File: config.mk
export PLATFORM = sky130hd
export DESIGN_NAME = uart_cmd_framer
export DESIGN_NICKNAME = d
export VERILOG_FILES = /design/src/rtl/uart_cmd_framer.sv
export SDC_FILE = /design/constraint.sdc
export NUM_CORES = 1
export LEC_CHECK = 0
export ABC_AREA = 1
export BUFFER_PORTS_ARGS = -buffer_cell sky130_fd_sc_hd__clkbuf_2
export CAP_MARGIN = 0
export CORE_UTILIZATION = 30
export DETAILED_ROUTE_END_ITERATION = 8
export PLACE_DENSITY_LB_ADDON = 0.08
export SETUP_SLACK_MARGIN = 0.02
export SYNTH_ARGS = -nofsm -noshare
export SYNTH_HDL_FRONTEND = slang
export SYNTH_SLANG_ARGS = --single-unit
export TNS_END_PERCENT = 30
File: constraint.sdc
create_clock -name clk -period 3.25 [get_ports clk]
set_clock_uncertainty 0.15 [all_clocks]
set_input_delay 0.65 -clock clk [delete_from_list [all_inputs] [get_ports clk]]
set_output_delay 0.65 -clock clk [all_outputs]
set_load 0.02 [all_outputs]
File: src/rtl/uart_cmd_framer.sv
// Command-frame controller: SOF / LEN / payload / XOR checksum framing in front of the RFID command decoder.
// Optional inter-byte timeout is built when UART_CMD_FRAMER_TIMEOUT_EN is defined.
`timescale 1ns/1ps
module uart_cmd_framer #(
    parameter int                   DATA_BITS      = 8,
    parameter int                   MAX_LEN        = 16,
    parameter logic [DATA_BITS-1:0] SOF            = 8'hA5,
    parameter int                   TIMEOUT_CYCLES = 12000,
    localparam int                  LW             = $clog2(MAX_LEN + 1),
    localparam int                  AW             = (MAX_LEN > 1) ? $clog2(MAX_LEN) : 1
) (
    input  logic                 clk,
    input  logic                 rst_n,
    input  logic                 rx_valid,
    input  logic [DATA_BITS-1:0] rx_byte,
    output logic                 rx_ack,
    output logic                 cmd_valid,
    input  logic                 cmd_ready,
    output logic [LW-1:0]        cmd_len,
    input  logic [AW-1:0]        rd_addr,
    output logic [DATA_BITS-1:0] rd_data,
    output logic                 err_pulse,
    output logic [1:0]           err_code
);

    typedef enum logic [2:0] {S_IDLE, S_LEN, S_PAYLOAD, S_CSUM, S_HOLD} state_t;

    state_t               state, state_nxt;
    logic [DATA_BITS-1:0] acc;
    logic [LW-1:0]        idx;
    logic [LW-1:0]        idx_inc;
    logic [DATA_BITS-1:0] mem [MAX_LEN];
    logic                 accept;
    logic                 len_bad;
    logic                 timeout;
    logic                 err_set;
    logic [1:0]           err_val;
    logic                 wr_en;

    // !rx_ack keeps the byte uart_rx is still presenting from being taken twice
    assign accept  = rx_valid && !rx_ack && (state != S_HOLD);
    assign len_bad = (rx_byte == '0) || (rx_byte > DATA_BITS'(MAX_LEN));
    assign idx_inc = idx + 1'b1;
    assign rd_data = mem[rd_addr];

`ifdef UART_CMD_FRAMER_TIMEOUT_EN
    localparam int TW = $clog2(TIMEOUT_CYCLES + 1);
    logic [TW-1:0] tcnt;
    logic          in_frame;

    assign in_frame = (state == S_LEN) || (state == S_PAYLOAD) || (state == S_CSUM);
    // an accept in the expiry cycle wins and restarts the count
    assign timeout  = in_frame && !accept && (tcnt == TW'(TIMEOUT_CYCLES - 1));

    always_ff @(posedge clk or negedge rst_n) begin
        if (!rst_n)
            tcnt <= '0;
        else if (!in_frame || accept || timeout)
            tcnt <= '0;
        else
            tcnt <= tcnt + 1'b1;
    end
`else
    assign timeout = 1'b0;
`endif

    always_ff @(posedge clk or negedge rst_n) begin
        if (!rst_n)
            state <= S_IDLE;
        else
            state <= state_nxt;
    end

    always_comb begin
        state_nxt = state;
        case (state)
            S_IDLE:    if (accept && rx_byte == SOF) state_nxt = S_LEN;
            S_LEN:     if (accept) state_nxt = len_bad ? S_IDLE : S_PAYLOAD;
            S_PAYLOAD: if (accept && idx_inc == cmd_len) state_nxt = S_CSUM;
            S_CSUM:    if (accept) state_nxt = (rx_byte == acc) ? S_HOLD : S_IDLE;
            S_HOLD:    if (cmd_ready) state_nxt = S_IDLE;
            default:   state_nxt = S_IDLE;
        endcase
        if (timeout)
            state_nxt = S_IDLE;
    end

    always_comb begin
        cmd_valid = (state == S_HOLD);
        wr_en     = accept && (state == S_PAYLOAD);
        err_set   = 1'b0;
        err_val   = err_code;
        if (accept && state == S_LEN && len_bad) begin
            err_set = 1'b1;
            err_val = 2'd1;
        end
        if (accept && state == S_CSUM && rx_byte != acc) begin
            err_set = 1'b1;
            err_val = 2'd2;
        end
        if (timeout) begin
            err_set = 1'b1;
            err_val = 2'd3;
        end
    end

    always_ff @(posedge clk or negedge rst_n) begin
        if (!rst_n) begin
            rx_ack    <= 1'b0;
            err_pulse <= 1'b0;
            err_code  <= 2'd0;
            cmd_len   <= '0;
            acc       <= '0;
            idx       <= '0;
        end else begin
            rx_ack    <= accept;
            err_pulse <= err_set;
            err_code  <= err_val;
            if (accept && state == S_LEN) begin
                cmd_len <= LW'(rx_byte);
                acc     <= rx_byte;
                idx     <= '0;
            end
            if (wr_en) begin
                acc <= acc ^ rx_byte;
                idx <= idx_inc;
            end
        end
    end

    // payload RAM is deliberately left out of reset
    always_ff @(posedge clk) begin
        if (wr_en)
            mem[idx[AW-1:0]] <= rx_byte;
    end

endmodule

==> impl_metrics.json <==
{
  "worstSkewPairLatency_ns": 0.42,
  "die_h_um": 150.5,
  "fin_crit_sh_pct": 88.57,
  "grt_antenna_before_repair": 0,
  "yosys.area.top_type": "edfxtp_1",
  "htree_levels": 4,
  "wirelength_um": 17910,
  "rr_endpoint": "mem[12][2]$_DFFE_PP_",
  "syn_nets": 600,
  "synth_warnings": 0,
  "synth_ff_type": "edfxtp_1",
  "ant_nets": 0,
  "hold_class": "in2async",
  "synth-compound-area-share_pct": 11.33,
  "cts_resized": 0,
  "synth_fa_ha_area_share_pct": 0.7567,
  "cts_root_buf": "clkbuf_16",
  "initial_core_util_pct": 31.07,
  "avgSynthCellArea_um2": 11.40,
  "grt_max_degree": 65,
  "path_cells": "clkbuf_2 -> buf_12 -> o21ai_0 -> o211ai_1 -> o211ai_1 -> nand2_1 -> clkbuf_2",
  "finalSetupTns_ns": 0,
  "area.sequential_um2": 4469,
  "ys_top_cells_by_count": "edfxtp_1 (128), nor2_1 (119), o21ai_0 (75)",
  "drive_gt1_share_pct": 18.15,
  "grt_pass1_wl_um": 27120,
  "synth.ff_latch_count": 153,
  "peakVddDrop_mv": 0.3481,
  "drv_slew": 0,
  "timing_hold_violations_final": 0,
  "crit_slowest_cell": "o211ai_1",
  "synthesis.area_um2": 6614,
  "synth_cells": 580,
  "synth_top_family_by_area": "simple AND/OR/NAND/NOR gates",
  "status": "finished clean",
  "drt_iter0_markers": 329,
  "cts_buffers": 17,
  "r2r-start": "state[0]$_DFFE_PN0P_",
  "fp-row-count": 53,
  "globalRouteOverflowTotal": 0,
  "critPathMaxFanout": 53,
  "syn2layout_area_growth_pct": 18.22,
  "critPathArrivalTime_ns": 2.08,
  "fin_crit_ns": 2.879,
  "multi_input_area_um2": 1849,
  "synth_xor_area_share_pct": 1.324,
  "start_kind": "input port",
  "seq_area_frac_synth_pct": 67.57,
  "dieArea_um2": 22640,
  "num_io_pins": 34,
  "gp_congestion": 0.8103,
  "cp_slowest_stage_delay_ns": 0.29,
  "core_um2": 21290,
  "synth-simple-area-share_pct": 14.55,
  "required_ns": 2.45,
  "reg2reg_slack_ns": 0.84,
  "remaining_drc_errors": 0,
  "max_cap_viol_count": 0,
  "vias_per_cell": 4.808,
  "antennaDiodeCount": 0,
  "worst_pin_slew_ns": 0.6741,
  "async_flop_share_pct": 16.34,
  "vias": 4447,
  "yosysUniqueCellTypes": 33,
  "yosysMostFrequentCell": "edfxtp_1",
  "end_kind": "output pin",
  "grt_pass1_vias": 4383,
  "place_hpwl_um": 11750,
  "rsz0062_at_grt": "no",
  "synth_top_area_share_pct": 58.12,
  "clk_pin_slew_worst_paths_ns": 0.06,
  "numClockSinks": 153,
  "final_nets": 657,
  "post-cts-setup-buffers": 0,
  "track_usage_pct": 16.88,
  "synthTopCellsByArea": "edfxtp_1 (58%), dfrtp_1 (9.5%), nor2_1 (6.8%)",
  "ff2ff_path_depth": 6,
  "cts_hold_buf": 0,
  "finalSetupViolCount": 0,
  "chipWidth_um": 150.5,
  "fillCellCount": 2110,
  "routedWlPerCell_um": 19.37,
  "powerDensity_nw_per_um2": 688.8,
  "clock.fmax_mhz": 347.4,
  "synth_mux_area_share_pct": 0,
  "slew_headroom_pct": 55.06,
  "clockBufferDepth": 2,
  "first_pass_iters": 5,
  "tritoncts": "done",
  "hold_slack_ns": 0.09937,
  "synth_edf_count": 128,
  "worstSetupPathType": "in2out",
  "power.leakage_uw": 0.002869,
  "port_buffers": 33
}
-- metrics by stage --
step	power (uW)	utilization [%]	std cells	worst slack [ns]	instance area, um2
finish	5385	36.73	925	0.3714	7819
global route	5661	36.73	925	0.2787	7819
CTS	5444	36.73	925	0.3974	7819
detailed placement	3437	33.97	893	0.3951	7232
global placement	3430	33.97	893	0.4214	7232
floorplan	3133	-	580	0.9303	6614
-- layout make-up --
cell class	count	share of cell area, %
multi-input combinational	368	23.65
clock inverter	13	1.968
timing repair buffer	66	5.761
inverter	31	1.520
sequential	153	57.16
tap	275	4.401
clock buffer	19	5.537
-- worst max-delay path by stage --
stage                from          to  slack [ns]
2_1_floorplan  rd_addr[0]  rd_data[3]        0.93
6_report       rd_addr[1]  rd_data[1]        0.37
3_3_place_gp   rd_addr[1]  rd_data[3]        0.42
3_5_place_dp   rd_addr[1]  rd_data[2]        0.40
4_1_cts        rd_addr[1]  rd_data[2]        0.40
5_1_grt        rd_addr[1]  rd_data[1]        0.28
-- report_power, final --
group	switching (uW)	internal, uW
combinational	622	321
sequential	148	2300
clock	795	1200
total	1570	3820
-- worst max-delay path, delay by kind of cell --
kind	cells	cell delay [ns]
AOI/OAI and AO/OA	3	0.61
buffers and inverters	3	0.70
and+or+nand+nor	1	0.10
-- layer usage --
metal	routed length, um	track usage (%)	share of wire (%)
met4	73	3.939	0.41
met5	0	0	0
met1	8734	23.25	49
met2	8467	26.77	47
met3	639	3.970	3.6
-- registers in the layout, summed over array words and instances, names as in the netlist --
name,count
acc,8
cmd_len,5
err_code,2
err_pulse,1
idx,5
mem,128
rx_ack,1
state,3
-- layout by cell type, fill, tap and decap left out, types with 9 or more instances in the layout --
master | Yosys | routed
dfrtp_1 | 25 | 25
buf_4 | 2 | 30
nor2_1 | 119 | 119
o21ai_1 | 9 | 9
o21ai_0 | 75 | 75
clkbuf_2 | 2 | 33
nand3_1 | 26 | 26
nand2_2 | 10 | 10
inv_1 | 27 | 27
o211ai_1 | 34 | 34
nand2_1 | 56 | 56
edfxtp_1 | 128 | 128
clkbuf_16 | 0 | 17
-- kinds of logic (layout without fill, tap and decap cells) --
kind of cell / Yosys count / after routing
adder cells (fa/ha/maj): 4 / 4
AND/OR/NAND/NOR: 228 / 228
AO/OA/AOI/OAI: 126 / 126
buffers and inverters: 59 / 129
flip-flops: 153 / 153
XOR/XNOR: 10 / 10
Note: power is estimated with default switching activity, not from simulation.
